$ cat config.mk
export PLATFORM = sky130hd
export DESIGN_NAME = bcd_score_counter
export DESIGN_NICKNAME = d
export VERILOG_FILES = /design/src/rtl/bcd_score_counter.sv
export SDC_FILE = /design/constraint.sdc
export NUM_CORES = 1
export LEC_CHECK = 0
export ABC_AREA = 1
export ABC_CLOCK_PERIOD_IN_PS = 18580
export CAP_MARGIN = 20
export CORE_ASPECT_RATIO = 0.7
export CORE_MARGIN = 2
export CORE_UTILIZATION = 45
export DETAILED_ROUTE_END_ITERATION = 8
export PLACE_DENSITY = 0.69
export SLEW_MARGIN = 0
export SYNTH_ARGS = -nofsm -noshare
export SYNTH_HDL_FRONTEND = slang
export SYNTH_SLANG_ARGS = --single-unit
$ cat constraint.sdc
create_clock -name clock -period 18.58 [get_ports clock]
set_input_delay 3.716 -clock clock [delete_from_list [all_inputs] [get_ports clock]]
set_output_delay 3.716 -clock clock [all_outputs]
set_load 0.1 [all_outputs]
$ cat src/rtl/bcd_score_counter.sv
// N-digit BCD counter with add/subtract of a BCD operand, parallel load,
// synchronous clear, wrap or saturate on overflow, and registered flags/pulses.
module bcd_score_counter #(
  parameter int DIGITS   = 4,
  parameter bit SATURATE = 1'b0
) (
  input  logic                  clock,
  input  logic                  reset,
  input  logic                  clear,
  input  logic                  load,
  input  logic [4*DIGITS-1:0]   load_value,
  input  logic                  op_valid,
  input  logic                  op_sub,
  input  logic [4*DIGITS-1:0]   op_value,
  input  logic                  enable,
  input  logic                  down,
  output logic [4*DIGITS-1:0]   value,
  output logic                  carry_out,
  output logic                  borrow_out,
  output logic                  overflow,
  output logic                  bad_bcd,
  output logic                  is_zero
);

  localparam int W = 4 * DIGITS;
  localparam logic [W-1:0] ALL_NINES = {DIGITS{4'h9}};

  logic [W-1:0] value_q, value_d;
  logic         carry_q, carry_d;
  logic         borrow_q, borrow_d;
  logic         ovf_q, ovf_d;
  logic         bad_q, bad_d;
  logic         zero_q, zero_d;

  logic [W-1:0] operand;
  logic         do_sub;
  logic [W-1:0] sum_v, diff_v;
  logic         sum_c, diff_b;
  logic [4:0]   dsum, dsub;
  logic         rc, rb;

  function automatic logic is_bcd(input logic [W-1:0] v);
    logic ok;
    ok = 1'b1;
    for (int i = 0; i < DIGITS; i++) begin
      if (v[4*i +: 4] > 4'd9) ok = 1'b0;
    end
    return ok;
  endfunction

  // A single-step enable is just an op with operand 1 and direction from down.
  always_comb begin
    operand = op_valid ? op_value : W'(1);
    do_sub  = op_valid ? op_sub : down;
  end

  always_comb begin
    sum_v  = '0;
    diff_v = '0;
    dsum   = '0;
    dsub   = '0;
    rc     = 1'b0;
    rb     = 1'b0;
    for (int i = 0; i < DIGITS; i++) begin
      dsum = {1'b0, value_q[4*i +: 4]} + {1'b0, operand[4*i +: 4]} + {4'b0, rc};
      if (dsum > 5'd9) begin
        sum_v[4*i +: 4] = 4'(dsum - 5'd10);
        rc = 1'b1;
      end else begin
        sum_v[4*i +: 4] = dsum[3:0];
        rc = 1'b0;
      end
      dsub = {1'b0, operand[4*i +: 4]} + {4'b0, rb};
      if ({1'b0, value_q[4*i +: 4]} < dsub) begin
        diff_v[4*i +: 4] = 4'({1'b0, value_q[4*i +: 4]} + 5'd10 - dsub);
        rb = 1'b1;
      end else begin
        diff_v[4*i +: 4] = 4'({1'b0, value_q[4*i +: 4]} - dsub);
        rb = 1'b0;
      end
    end
    sum_c  = rc;
    diff_b = rb;
  end

  always_comb begin
    value_d  = value_q;
    carry_d  = 1'b0;
    borrow_d = 1'b0;
    ovf_d    = ovf_q;
    bad_d    = bad_q;
    if (clear) begin
      value_d = '0;
      ovf_d   = 1'b0;
      bad_d   = 1'b0;
    end else if (load) begin
      if (is_bcd(load_value)) value_d = load_value;
      else                    bad_d   = 1'b1;
    end else if (op_valid || enable) begin
      if (!is_bcd(operand)) begin
        bad_d = 1'b1;
      end else if (do_sub) begin
        value_d = diff_v;
        if (diff_b) begin
          borrow_d = 1'b1;
          ovf_d    = 1'b1;
          if (SATURATE) value_d = '0;
        end
      end else begin
        value_d = sum_v;
        if (sum_c) begin
          carry_d = 1'b1;
          ovf_d   = 1'b1;
          if (SATURATE) value_d = ALL_NINES;
        end
      end
    end
    zero_d = (value_d == '0);
  end

  always_ff @(posedge clock or negedge reset) begin
    if (!reset) begin
      value_q  <= '0;
      carry_q  <= 1'b0;
      borrow_q <= 1'b0;
      ovf_q    <= 1'b0;
      bad_q    <= 1'b0;
      zero_q   <= 1'b1;
    end else begin
      value_q  <= value_d;
      carry_q  <= carry_d;
      borrow_q <= borrow_d;
      ovf_q    <= ovf_d;
      bad_q    <= bad_d;
      zero_q   <= zero_d;
    end
  end

  assign value      = value_q;
  assign carry_out  = carry_q;
  assign borrow_out = borrow_q;
  assign overflow   = ovf_q;
  assign bad_bcd    = bad_q;
  assign is_zero    = zero_q;

endmodule

==> results.md <==
Drt:
- The detailed-route via count is 3794.
- Using the TritonRoute via totals, the vias-per-cell ratio works out to 5.19.
- In this run, the number of DRC markers left after iteration 0 of detailed routing was 212.
- The routed length per placed instance is around 14 um.
- The remaining antenna violation count is 0.
- In the routed design, unresolved DRC markers number 0.
- The number of detailed-route iterations in the first pass is 6.
- The total detailed-routing wirelength is about 10 mm.

Yosys:
- The synthesized design contains 21 register bits.
- The cell type with the largest total area after synthesis is sky130_fd_sc_hd__ha_1.
- After synthesis, the cell types taking the most area are sky130_fd_sc_hd__ha_1, sky130_fd_sc_hd__nand2_1, sky130_fd_sc_hd__dfrtp_1, sky130_fd_sc_hd__inv_1, sky130_fd_sc_hd__nand3_1.
- The post-synthesis cell area is roughly 3700 um2.
- In this run, distinct cell masters in the synthesized netlist total 35.
- The post-synthesis cell count is 574.
- The post-synthesis area per instance is 6.47 um2.
- For this run, the register share of the synthesized area comes to 0.142.
- During synthesis, Yosys emitted a total of 0 warnings.
- The share of synthesized area in the top cell type comes to 0.165.
- The synthesized netlist net count is 678.

Finish:
- The net count of the finished layout is ~740.
- The antenna cell count is 0.
- The number of inserted filler cells in the final layout is 805.
- The layout overhead on the synthesized area is 20.9%.
- The finished layout holds approximately 730 standard cells, fillers aside.
- Of the cells placed in the final design, the portion with a size suffix greater than 1 is 0.0619.

Floorplanning:
- The area enclosed by the die boundary is 9000 um2.
- The initial utilization of the core area, before any placement, comes to 0.467.
- After floorplanning, the core was sized to cover approximately 8000 um2.
- The number of placed I/O pins is 61.
- The width of the die is 113 um.
- The floorplan has 27 rows.
- The die height is approximately 80 um.

Placement:
- The post-DP HPWL is 8.27 mm.
- Once placement completed, the tool counted placed cells totaling 726.
- Buffers placed on the I/O ports in this run total 60.
- The routability-driven placement congestion ratio is about 0.95.

Worst setup path:
- The library cell appearing most often on the critical path is sky130_fd_sc_hd__nand2_1.
- Of all nets on the critical path, the largest fanout is 22.
- The highest cell delay on the worst timing path is 0.45 ns.
- The number of buffers and inverters on the critical path is 6.
- The startpoint class of the critical path is an input pin.
- For the worst setup path, the data arrival time is between 10 and 15 ns.
- The critical path required time is between 15 and 20 ns.
- The cell family contributing the most delay on the critical path is adder cells.
- The worst setup path is captured at a flip-flop.
- The cell at the slowest stage of the critical path is sky130_fd_sc_hd__clkdlybuf4s50_1.
- The startpoint-to-endpoint class of the critical path is in2reg.

Timing:
- The final count of negative-setup-slack endpoints is 0.
- The slew of the pin with the lowest slew margin is 0.975 ns.
- The final-report hold violation count came to 0.
- The maximum operating frequency is 89.8 MHz.
- Measured against its own limit, the worst slew margin works out to 0.348.
- For the final routed database, the setup TNS stands at 0 ns.
- On the final layout, the worst clock skew is 0.0112 ns.
- Setup repair after global routing left no endpoint under its margin.
- In the finished design, the share of the clock period the worst path needs comes to 0.599.
- The final count of pins violating max slew came to 0.
- The worst path in the final design needs a cycle of 11.13 ns, including I/O delays and setup.

Global routing:
- The overall global routing resource usage is 0.234.
- The initial antenna violation count is 0.
- The via count of the first global-routing pass came to 3751.
- Entering global routing, the biggest net connects 29 pins.
- Summed over all layers, the global routing overflow is 0.
- The first global-routing pass estimated 17.3 mm of wire.

Clock network:
- The number of hold buffers added after CTS was 0.
- The number of buffers on the longest clock path is 2.
- The number of gates resized after CTS was 0.
- In this run the number of H-tree levels came out at 1.
- The CTS tree is built.
- Buffers inserted during clock tree synthesis total 3.
- The post-CTS setup buffer count is 0.
- The clock sink count is 21.
- The insertion delay to the later sink of the worst-skew pair is 0.26 ns.
- After clock tree synthesis, the clock-pin slew on the worst setup and hold paths is 0.07 ns.
- The master cell of the clock root buffer is sky130_fd_sc_hd__clkbuf_16.

Run:
- Max-cap violations in this run came to 0.

Pwr:
- For this design the ratio of total power to cell area is slightly above 80 nW/um2.
- The static leakage is roughly 2.4 nW.
- The worst-case IR drop observed on VDD is ~48 uV.

Min path:
- The min-delay analysis places its worst path in the category reg2reg.

Status:
- The run finished with clean final reports.
## worst reg2reg max path: cells and delay by family, from the launching register on
kind	cells	cell delay [ns]
fa+ha+maj	13	3.66
xor+xnor	3	0.55
buf+inv	5	0.41
flops	1	0.38
compound gates	3	0.64
simple gates	21	1.59
## synthesized netlist by cell type (all sizes together)
| library cell | count |
|---|---|
| clkinv | 1 |
| o22ai | 2 |
| or2 | 2 |
| o21ai | 23 |
| clkbuf | 3 |
| o21bai | 1 |
| dfstp | 1 |
| nor2 | 32 |
| inv | 114 |
| a211oi | 2 |
| a21oi | 42 |
| and2 | 1 |
| nand3b | 3 |
| fa | 15 |
| buf | 8 |
| nand2 | 151 |
| xnor2 | 10 |
| nand3 | 73 |
| xor2 | 7 |
| nor3 | 2 |
| ha | 49 |
| dfrtp | 20 |
| o21a | 3 |
| a21boi | 1 |
| nand4 | 5 |
| o211ai | 3 |
## power breakdown
| group | switching (mW) | internal (mW) | leakage [nW] | total (mW) |
|---|---|---|---|---|
| Clock | 0.0192 | 0.0292 | 0.0371 | 0.0484 |
| Sequential | 0.00747 | 0.0510 | 0.276 | 0.0584 |
| Combinational | 0.166 | 0.0923 | 2.12 | 0.258 |
## path summary, 6_finish.rpt
check                      depth (start not counted)      from  slack, ns         to
max in group asynchronous                          2     reset      14.43    is_zero
min                                                2   bad_bcd       0.53    bad_bcd
max reg2reg                                       45  value[0]      11.30    is_zero
max                                               47  op_valid       7.45    is_zero
min in group asynchronous                          1     reset       3.69  carry_out
min reg2reg                                        2   bad_bcd       0.53    bad_bcd
## metrics by stage
stage | hold slack (ns) | util | total power [mW] | setup slack [ns] | cell area [um2]
finish | 0.533 | 0.565 | 0.365 | 7.45 | 4490
global route | 0.567 | 0.565 | 0.400 | 6.87 | 4490
CTS | 0.534 | 0.562 | 0.363 | 7.50 | 4460
detailed placement | 0.524 | 0.551 | 0.313 | 7.28 | 4380
global placement | 0.482 | 0.551 | 0.309 | 7.62 | 4380
floorplan | 0.962 | - | 0.253 | 8.34 | 3710
## layout make-up
| cell class | count | area (um2) | area share |
|---|---|---|---|
| Clock buffer | 3 | 75.1 | 0.0167 |
| Inverter | 115 | 432 | 0.0962 |
| Sequential cell | 21 | 527 | 0.117 |
| Tap cell | 101 | 126 | 0.0282 |
| Clock inverter | 1 | 7.51 | 0.00167 |
| Multi-Input combinational cell | 427 | 2680 | 0.597 |
| Timing Repair Buffer | 63 | 643 | 0.143 |
## sequential cells by signal, summed over array words and instances, names as in the netlist
register,cells
value,16
carry_out,1
borrow_out,1
bad_bcd,1
overflow,1
is_zero,1
## placed cells by master (no fill, tap or decap), types with 11 or more instances in the layout
cell type,count
sky130_fd_sc_hd__nand2_1,141
sky130_fd_sc_hd__inv_1,103
sky130_fd_sc_hd__nand3_1,67
sky130_fd_sc_hd__clkdlybuf4s50_1,60
sky130_fd_sc_hd__ha_1,49
sky130_fd_sc_hd__a21oi_1,40
sky130_fd_sc_hd__nor2_1,32
sky130_fd_sc_hd__dfrtp_1,20
sky130_fd_sc_hd__o21ai_0,16
sky130_fd_sc_hd__fa_1,15
sky130_fd_sc_hd__inv_2,11
## layer usage
layer  track usage  up-vias  part of all wire
met3        0.0266       10             0.062
met5             0        -                 0
met4        0.0293        0            0.0080
met2         0.381      130              0.43
li1              -     1929                 -
met1         0.344     1725              0.50
## kinds of logic after synthesis
kind of cell,Yosys count,share of synthesized area
AOI/OAI and AO/OA,77,0.115
xor gates and xnor gates,17,0.0401
adders and majority gates,64,0.246
buffers and inverters,126,0.137
DFF,21,0.142
and+or+nand+nor,269,0.321
(Power assumes the default switching activity.)
